--- src/rtl/seq_scan_controller.sv ---
// Sequence-scan controller: steps an attached detector through four patterns,
// counts hits over a fixed bit window per pattern and reports the best pattern.
module seq_scan_controller #(
    parameter int unsigned CNT_W = 16
) (
    input  logic             clk,
    input  logic             reset,
    input  logic             start,
    input  logic             abort,
    input  logic [7:0]       dwell_len,
    input  logic             bit_valid,
    input  logic             bit_in,
    input  logic             seq_hit,
    output logic [1:0]       lookfor_seq,
    output logic             det_clr,
    output logic             det_bit_en,
    output logic             det_bit,
    output logic             busy,
    output logic             result_valid,
    output logic [1:0]       result_pattern,
    output logic [CNT_W-1:0] result_count,
    output logic             done,
    output logic [1:0]       best_pattern,
    output logic [CNT_W-1:0] best_count
);

    localparam int unsigned BIT_W = 9;
    localparam int unsigned IDX_W = 2;
    localparam logic [IDX_W-1:0] LAST_IDX = IDX_W'(3);

    typedef enum logic [2:0] {
        IDLE   = 3'd0,
        CLEAR  = 3'd1,
        SCAN   = 3'd2,
        REPORT = 3'd3,
        FIN    = 3'd4
    } state_t;

    state_t             state_q, state_d;
    logic [IDX_W-1:0]   idx_q, idx_d;
    logic [BIT_W-1:0]   dwell_q, dwell_d;
    logic [BIT_W-1:0]   bit_cnt_q, bit_cnt_d;
    logic [CNT_W-1:0]   hit_cnt_q, hit_cnt_d;
    logic [BIT_W-1:0]   bit_cnt_inc;
    logic [CNT_W-1:0]   hit_cnt_sat;
    logic [CNT_W-1:0]   hit_cnt_scan;

    logic [1:0]         lookfor_seq_d;
    logic               det_clr_d;
    logic               busy_d;
    logic               result_valid_d;
    logic [1:0]         result_pattern_d;
    logic [CNT_W-1:0]   result_count_d;
    logic               done_d;
    logic [1:0]         best_pattern_d;
    logic [CNT_W-1:0]   best_count_d;

    // Detector bit forwarding is a pure gate on the current state.
    assign det_bit_en = bit_valid && (state_q == SCAN);
    assign det_bit    = bit_in;

    // Next-state and next-register logic; abort wins over every transition.
    always_comb begin
        state_d          = state_q;
        idx_d            = idx_q;
        dwell_d          = dwell_q;
        bit_cnt_d        = bit_cnt_q;
        hit_cnt_d        = hit_cnt_q;
        result_pattern_d = result_pattern;
        result_count_d   = result_count;
        best_pattern_d   = best_pattern;
        best_count_d     = best_count;

        bit_cnt_inc  = bit_cnt_q + BIT_W'(1);
        hit_cnt_sat  = (hit_cnt_q == {CNT_W{1'b1}}) ? hit_cnt_q : hit_cnt_q + CNT_W'(1);
        hit_cnt_scan = seq_hit ? hit_cnt_sat : hit_cnt_q;

        if (abort) begin
            state_d = IDLE;
        end else begin
            case (state_q)
                IDLE: begin
                    if (start) begin
                        dwell_d        = (dwell_len == 8'd0) ? BIT_W'(256) : BIT_W'(dwell_len);
                        idx_d          = '0;
                        best_pattern_d = '0;
                        best_count_d   = '0;
                        state_d        = CLEAR;
                    end
                end
                CLEAR: begin
                    bit_cnt_d = '0;
                    hit_cnt_d = '0;
                    state_d   = SCAN;
                end
                SCAN: begin
                    hit_cnt_d = hit_cnt_scan;
                    if (bit_valid) begin
                        bit_cnt_d = bit_cnt_inc;
                        // A hit on the final bit is folded into the reported count.
                        if (bit_cnt_inc == dwell_q) begin
                            result_pattern_d = idx_q;
                            result_count_d   = hit_cnt_scan;
                            state_d          = REPORT;
                        end
                    end
                end
                REPORT: begin
                    if (result_count > best_count) begin
                        best_pattern_d = result_pattern;
                        best_count_d   = result_count;
                    end
                    if (idx_q == LAST_IDX) begin
                        state_d = FIN;
                    end else begin
                        idx_d   = idx_q + IDX_W'(1);
                        state_d = CLEAR;
                    end
                end
                FIN: begin
                    state_d = IDLE;
                end
                default: begin
                    state_d = IDLE;
                end
            endcase
        end

        det_clr_d      = (state_d == CLEAR);
        result_valid_d = (state_d == REPORT);
        done_d         = (state_d == FIN);
        busy_d         = (state_d != IDLE);
        lookfor_seq_d  = ((state_d == CLEAR) || (state_d == SCAN) || (state_d == REPORT))
                         ? idx_d : lookfor_seq;
    end

    // State and registered outputs.
    always_ff @(posedge clk) begin
        if (reset) begin
            state_q        <= IDLE;
            idx_q          <= '0;
            dwell_q        <= '0;
            bit_cnt_q      <= '0;
            hit_cnt_q      <= '0;
            lookfor_seq    <= '0;
            det_clr        <= 1'b0;
            busy           <= 1'b0;
            result_valid   <= 1'b0;
            result_pattern <= '0;
            result_count   <= '0;
            done           <= 1'b0;
            best_pattern   <= '0;
            best_count     <= '0;
        end else begin
            state_q        <= state_d;
            idx_q          <= idx_d;
            dwell_q        <= dwell_d;
            bit_cnt_q      <= bit_cnt_d;
            hit_cnt_q      <= hit_cnt_d;
            lookfor_seq    <= lookfor_seq_d;
            det_clr        <= det_clr_d;
            busy           <= busy_d;
            result_valid   <= result_valid_d;
            result_pattern <= result_pattern_d;
            result_count   <= result_count_d;
            done           <= done_d;
            best_pattern   <= best_pattern_d;
            best_count     <= best_count_d;
        end
    end

endmodule
--- config.mk ---
export PLATFORM = sky130hd
export DESIGN_NAME = seq_scan_controller
export DESIGN_NICKNAME = d
export VERILOG_FILES = /design/src/rtl/seq_scan_controller.sv
export SDC_FILE = /design/constraint.sdc
export NUM_CORES = 1
export LEC_CHECK = 0
export CAP_MARGIN = 10
export CORE_MARGIN = 2
export CORE_UTILIZATION = 60
export DETAILED_ROUTE_END_ITERATION = 8
export PLACE_DENSITY = 0.86
export SLEW_MARGIN = 15
export SYNTH_ARGS = -nofsm -noshare
export SYNTH_HDL_FRONTEND = slang
export SYNTH_SLANG_ARGS = --single-unit
--- constraint.sdc ---
create_clock -name clk -period 5.5 [get_ports clk]
set_clock_uncertainty 0.1 [all_clocks]
set_input_delay 0.825 -clock clk [delete_from_list [all_inputs] [get_ports clk]]
set_output_delay 0.825 -clock clk [all_outputs]
set_load 0.01 [all_outputs]
# Word-level counts from Yosys, hierarchy flattened
# Index checks and enable logic that the tools add are counted.
[op_classes]
add_sub_neg = 3
multipliers = 0
n_div = 0
magnitude_cmp = 1
eq_ne = 13
n_shift = 0
muxes = 22
bitwise = 1
reduce_logical = 13
[op_table]
columns = ["cell", "n"]
rows = [
  ["$mux W16", 4],
  ["$pmux W16 S2", 2],
  ["$mux W9", 2],
  ["$pmux W9 S2", 1],
  ["$add A16 B1 Y16 const B", 1],
  ["$eq A16 B16 Y1 const B", 1],
  ["$gt A16 B16 Y1", 1],
  ["$mux W3", 5],
  ["$eq A3 B2 Y1 const B", 4],
  ["$pmux W3 S4", 1],
  ["$mux W2", 5],
  ["$add A9 B1 Y9 const B", 1],
  ["$eq A9 B9 Y1", 1],
  ["$logic_not A8 Y1", 1],
  ["$pmux W2 S2", 2],
  ["$reduce_and A4 Y1", 2],
  ["$eq A3 B1 Y1 const B", 2],
  ["$ne A2 B2 Y1 const B", 3],
  ["$reduce_and A3 Y1", 2],
  ["$reduce_bool A2 Y1", 2],
  ["$eq A3 B3 Y1 const B", 1],
  ["$logic_not A3 Y1", 1],
  ["$reduce_bool A3 Y1", 1],
  ["$add A2 B1 Y2 const B", 1],
  ["other kinds (5)", 6],
]
[word_totals]
regBits = 81
latch_bits = 0
ramBits = 0
rom_bits = 0
input_bits = 15
output_inout_bits = 44
elab_cells = 67
memories = 0

# Logic depth before layout (Yosys ltp)
[logic_depth]
ltp_word = 9
ltp_mapped = 10
depth_no_buf = 8

# Worst setup path before layout
# No wires, ideal clock.
[synth_path]
path_kind = "input to register"
start = "input port abort"
end = "register bit_cnt_q[0]"
setup_time_ps = 65
t_arrival_ps = 2246
setup_slack_ps = 3089
stages = 6
n_path_buf = 2
path_cell_list = "clkbuf_1 > nor4b_2 > nand2_1 > clkbuf_1 > mux2_2 > nor2_1"
[synth_via]
elab_chain_cells = 2
[synth_lines]
columns = ["item", "line_no", "text"]
rows = [
  ["start: declaration", "9", "input logic abort,"],
  ["$not A1 Y1 (no line)", "n/a", ""],
  ["$reduce_and A3 Y1 (no line)", "n/a", ""],
  ["end signal: assignment", "158", "bit_cnt_q <= bit_cnt_d;"],
  ["end: declaration", "42", "logic [BIT_W-1:0] bit_cnt_q, bit_cnt_d;"],
]
# No other way between the ends.
# A chain may end at the register's enable or synchronous reset.

# Final worst setup path
[layout_path]
start = "register state_q[0]"
end = "register best_pattern[1]"
[layout_via]
elab_chain_cells = 3
word_cells_on_any_way = 7
[layout_lines]
columns = ["item", "line_no", "text"]
rows = [
  ["start: declaration", "39", "state_t state_q, state_d;"],
  ["start signal: assignment", "155", "state_q <= state_d;"],
  ["$eq A3 B2 Y1 / $logic_not A3 Y1 (equally long branches)", "81", "case (state_q)"],
  ["$ne A2 B2 Y1 (no line) / $reduce_bool A2 Y1 (equally long branches)", "n/a", ""],
  ["$reduce_and A4 Y1 (no line)", "n/a", ""],
  ["end signal: assignment", "167", "best_pattern <= best_pattern_d;"],
  ["end: declaration", "23", "output logic [1:0] best_pattern,"],
]
# Several ways; a longest one is shown, not always the timed one.

==> results.cfg <==
[status]
status = completed

[finish]
area_delta_synth_final_pct = 16.4
final_util_pct = 72.4
antenna_cells = 0
drive_gt1_share_pct = 7.82
layout_commonest_cell = dfxtp_1
final_cell_mix = 81 x dfxtp_1, 62 x nor2_1, 55 x clkdlybuf4s50_1, 34 x nand3_1, 27 x a21oi_1
final-seq-area_sq_mm = 0.00162
n_fill_cell = 552
multi_input_area_sq_mm = 0.00262
final_nets = 591
fin_cells = 662

[floorplan]
die_w_microns = 90.7
core_sq_mm = 0.00725
die_h_microns = 90.7
start_util_pct = 62.2
row_count = 31
ioPinCount = 59
dieArea_sq_mm = 0.00822

[placed_design]
gp_congestion = 0.908
port_buffers = 56
dp.cells = 646
pre_cts_ws_ps = 1920
hpwl_mm = 7.43

[clock_network]
cts.sinks = 81
root_buffer = clkbuf_8
insertion_delay_ps = 360
post-cts-setup-buffer-count = 0
cts_tree = yes
cts_made_buffers = 9
cts_resized = 0
clk_pin_slew_worst_paths_ps = 90
htreeDepth = 3
max-clock-path-buffers = 2
postCtsHoldBufs = 0

[min_path]
hp-class = flop to flop

[grt]
grt_start_max_net_pins = 70
overflow = 0
track_usage_pct = 26.2
antenna_found_initial = 0
grt_pass1_vias = 3702
grt_first_pass_wirelength_mm = 17.9

[setup_path]
endpoint = best_pattern[1]
cp_top_family = simple AND/OR/NAND/NOR gates
critPathKind = flop to flop
rr_worst_depth = 5
cp_slowest_stage_delay_ps = 760
worst-path-buf-inv = 0
worst_ep_required_time_ps = 5610
critPathLaunch = state_q[0]
r2r_end = best_pattern[1]
rrSetupSlack_ps = 2180
cp-start-kind = flop
cp_max_fo = 21
crit_path_end_kind = flop
worstReg2RegStart = state_q[0]
critPathArrivalTime_ps = 3440
cp_cell_sequence = nand3b_1 > a21o_1 > a21oi_4 > and2_1 > o21ai_1
cp.depth = 5
cp_slowest_cell = and2_1

[sta]
rsz0062_at_grt = no
max-slew-margin-rel_pct = 41.8
finalSetupTns_ps = 0
hold_violations = 0
worst_pin_slew_ps = 871
finalCritPeriodShare_pct = 60.4
slew_violations = 0
fin_ws_ps = 2180
finalSetupViolations = 0
fmax_mhz = 301
period_needed_ps = 3320

[synth]
synth_cell_types = 58
postSynthAreaPerCell_sq_um = 8.59
synth_edf_count = 0
ys_warn_count = 0
netlist_area_sq_mm = 0.00451
yosysSeqAreaShare_pct = 36.0
ys_seq_elements = 81
async_reset_ff_share_pct = 0
synth_flop_cell = dfxtp_1
syn_inst = 525
syn_nets = 558

[power_and_ir_drop]
powerDensity_mw_per_mm2 = 220
total_power_mw = 1.15
leakage_nw = 1.87
peakVddDrop_uv = 106

[drt]
ant_nets = 0
firstDrtPassIters = 5
num_vias = 4029
drcViolationCount = 0
routed_via_density = 6.09
wire_per_inst_microns = 16.0
drt_iter0_markers = 227
wirelength_mm = 10.6

[run]
cap_violations = 0
sequential cells by signal (all words and copies together) (netlist names):
signal,count
best_count,16
best_pattern,2
bit_cnt_q,9
busy,1
det_clr,1
done,1
dwell_q,9
hit_cnt_q,16
idx_q,2
lookfor_seq,2
result_count,16
result_pattern,2
result_valid,1
state_q,3
kinds of logic after synthesis:
logic type	after synthesis	share of synthesized area [%]
adders and majority gates	18	5.00
muxes	31	7.02
AOI/OAI and AO/OA	100	15.7
and+or+nand+nor	218	26.3
buffers and inverters	56	5.97
xor gates and xnor gates	21	4.08
DFF	81	36.0
tightest hold or removal path: cells and delay by family, from the launching register on:
kind            cells  cell delay [ps]
compound gates      1               50
flops               1              310
simple gates        1               60
metal layers:
layer,GRT usage (%),vias to the layer above,share of wire [%]
met4,9.74,0,2.0
met5,0,-,0
met3,4.26,25,5.3
li1,-,1952,-
met2,44.4,142,48
met1,33.5,1910,45
per-stage QoR:
step | area [sq um] | hold slack (ps)
after global routing | 5250 | 402
final | 5250 | 369
after global placement | 5020 | 355
after CTS | 5250 | 371
after floorplan | 4510 | 365
after detailed placement | 5020 | 360
report_power, final:
| group | switching, mW | total (mW) | internal [mW] |
|---|---|---|---|
| combinational | 0.0399 | 0.0642 | 0.0243 |
| sequential | 0.00472 | 0.595 | 0.590 |
| clock | 0.224 | 0.493 | 0.270 |
| total | 0.268 | 1.15 | 0.884 |
worst min-delay path by stage:
stage                     from               to  cells after the start
3_3_place_gp   best_pattern[0]  best_pattern[0]                      2
4_1_cts        best_pattern[0]  best_pattern[0]                      2
3_5_place_dp   best_pattern[0]  best_pattern[0]                      2
2_1_floorplan       dwell_q[8]       dwell_q[8]                      2
6_report       best_pattern[0]  best_pattern[0]                      2
5_1_grt        best_pattern[0]  best_pattern[0]                      2
Yosys cell counts, drive strengths merged (2+ instances only):
cell type	count	area [sq um]
dfxtp	81	1620
nor2	64	250
nand3	34	170
a21oi	28	151
mux2i	26	260
nor3b	25	188
nand2	24	90.1
clkbuf	23	86.3
o21ai	21	105
inv	19	71.3
ha	18	225
o31ai	16	155
buf	14	111
xor2	13	114
a21o	10	75.1
nor3	10	50.1
nor4	10	62.6
and3	9	61.3
nand4	9	56.3
nand2b	8	50.1
xnor2	8	70.1
a22oi	7	52.6
mux2	5	56.3
nand3b	5	37.5
a31oi	4	25.0
and4	4	35.0
and2	3	18.8
o211ai	3	27.5
or2	3	18.8
a41oi	2	17.5
nor2b	2	12.5
o2111ai	2	17.5
or4b	2	20.0
cell type report:
type | instances | area share, %
Multi-Input combinational cell | 388 | 50.0
Sequential cell | 81 | 30.9
Timing Repair Buffer | 59 | 11.1
Clock buffer | 10 | 2.62
Tap cell | 99 | 2.36
Clock inverter | 6 | 1.72
Inverter | 19 | 1.36
No activity file was read; power rests on OpenSTA's default activity.
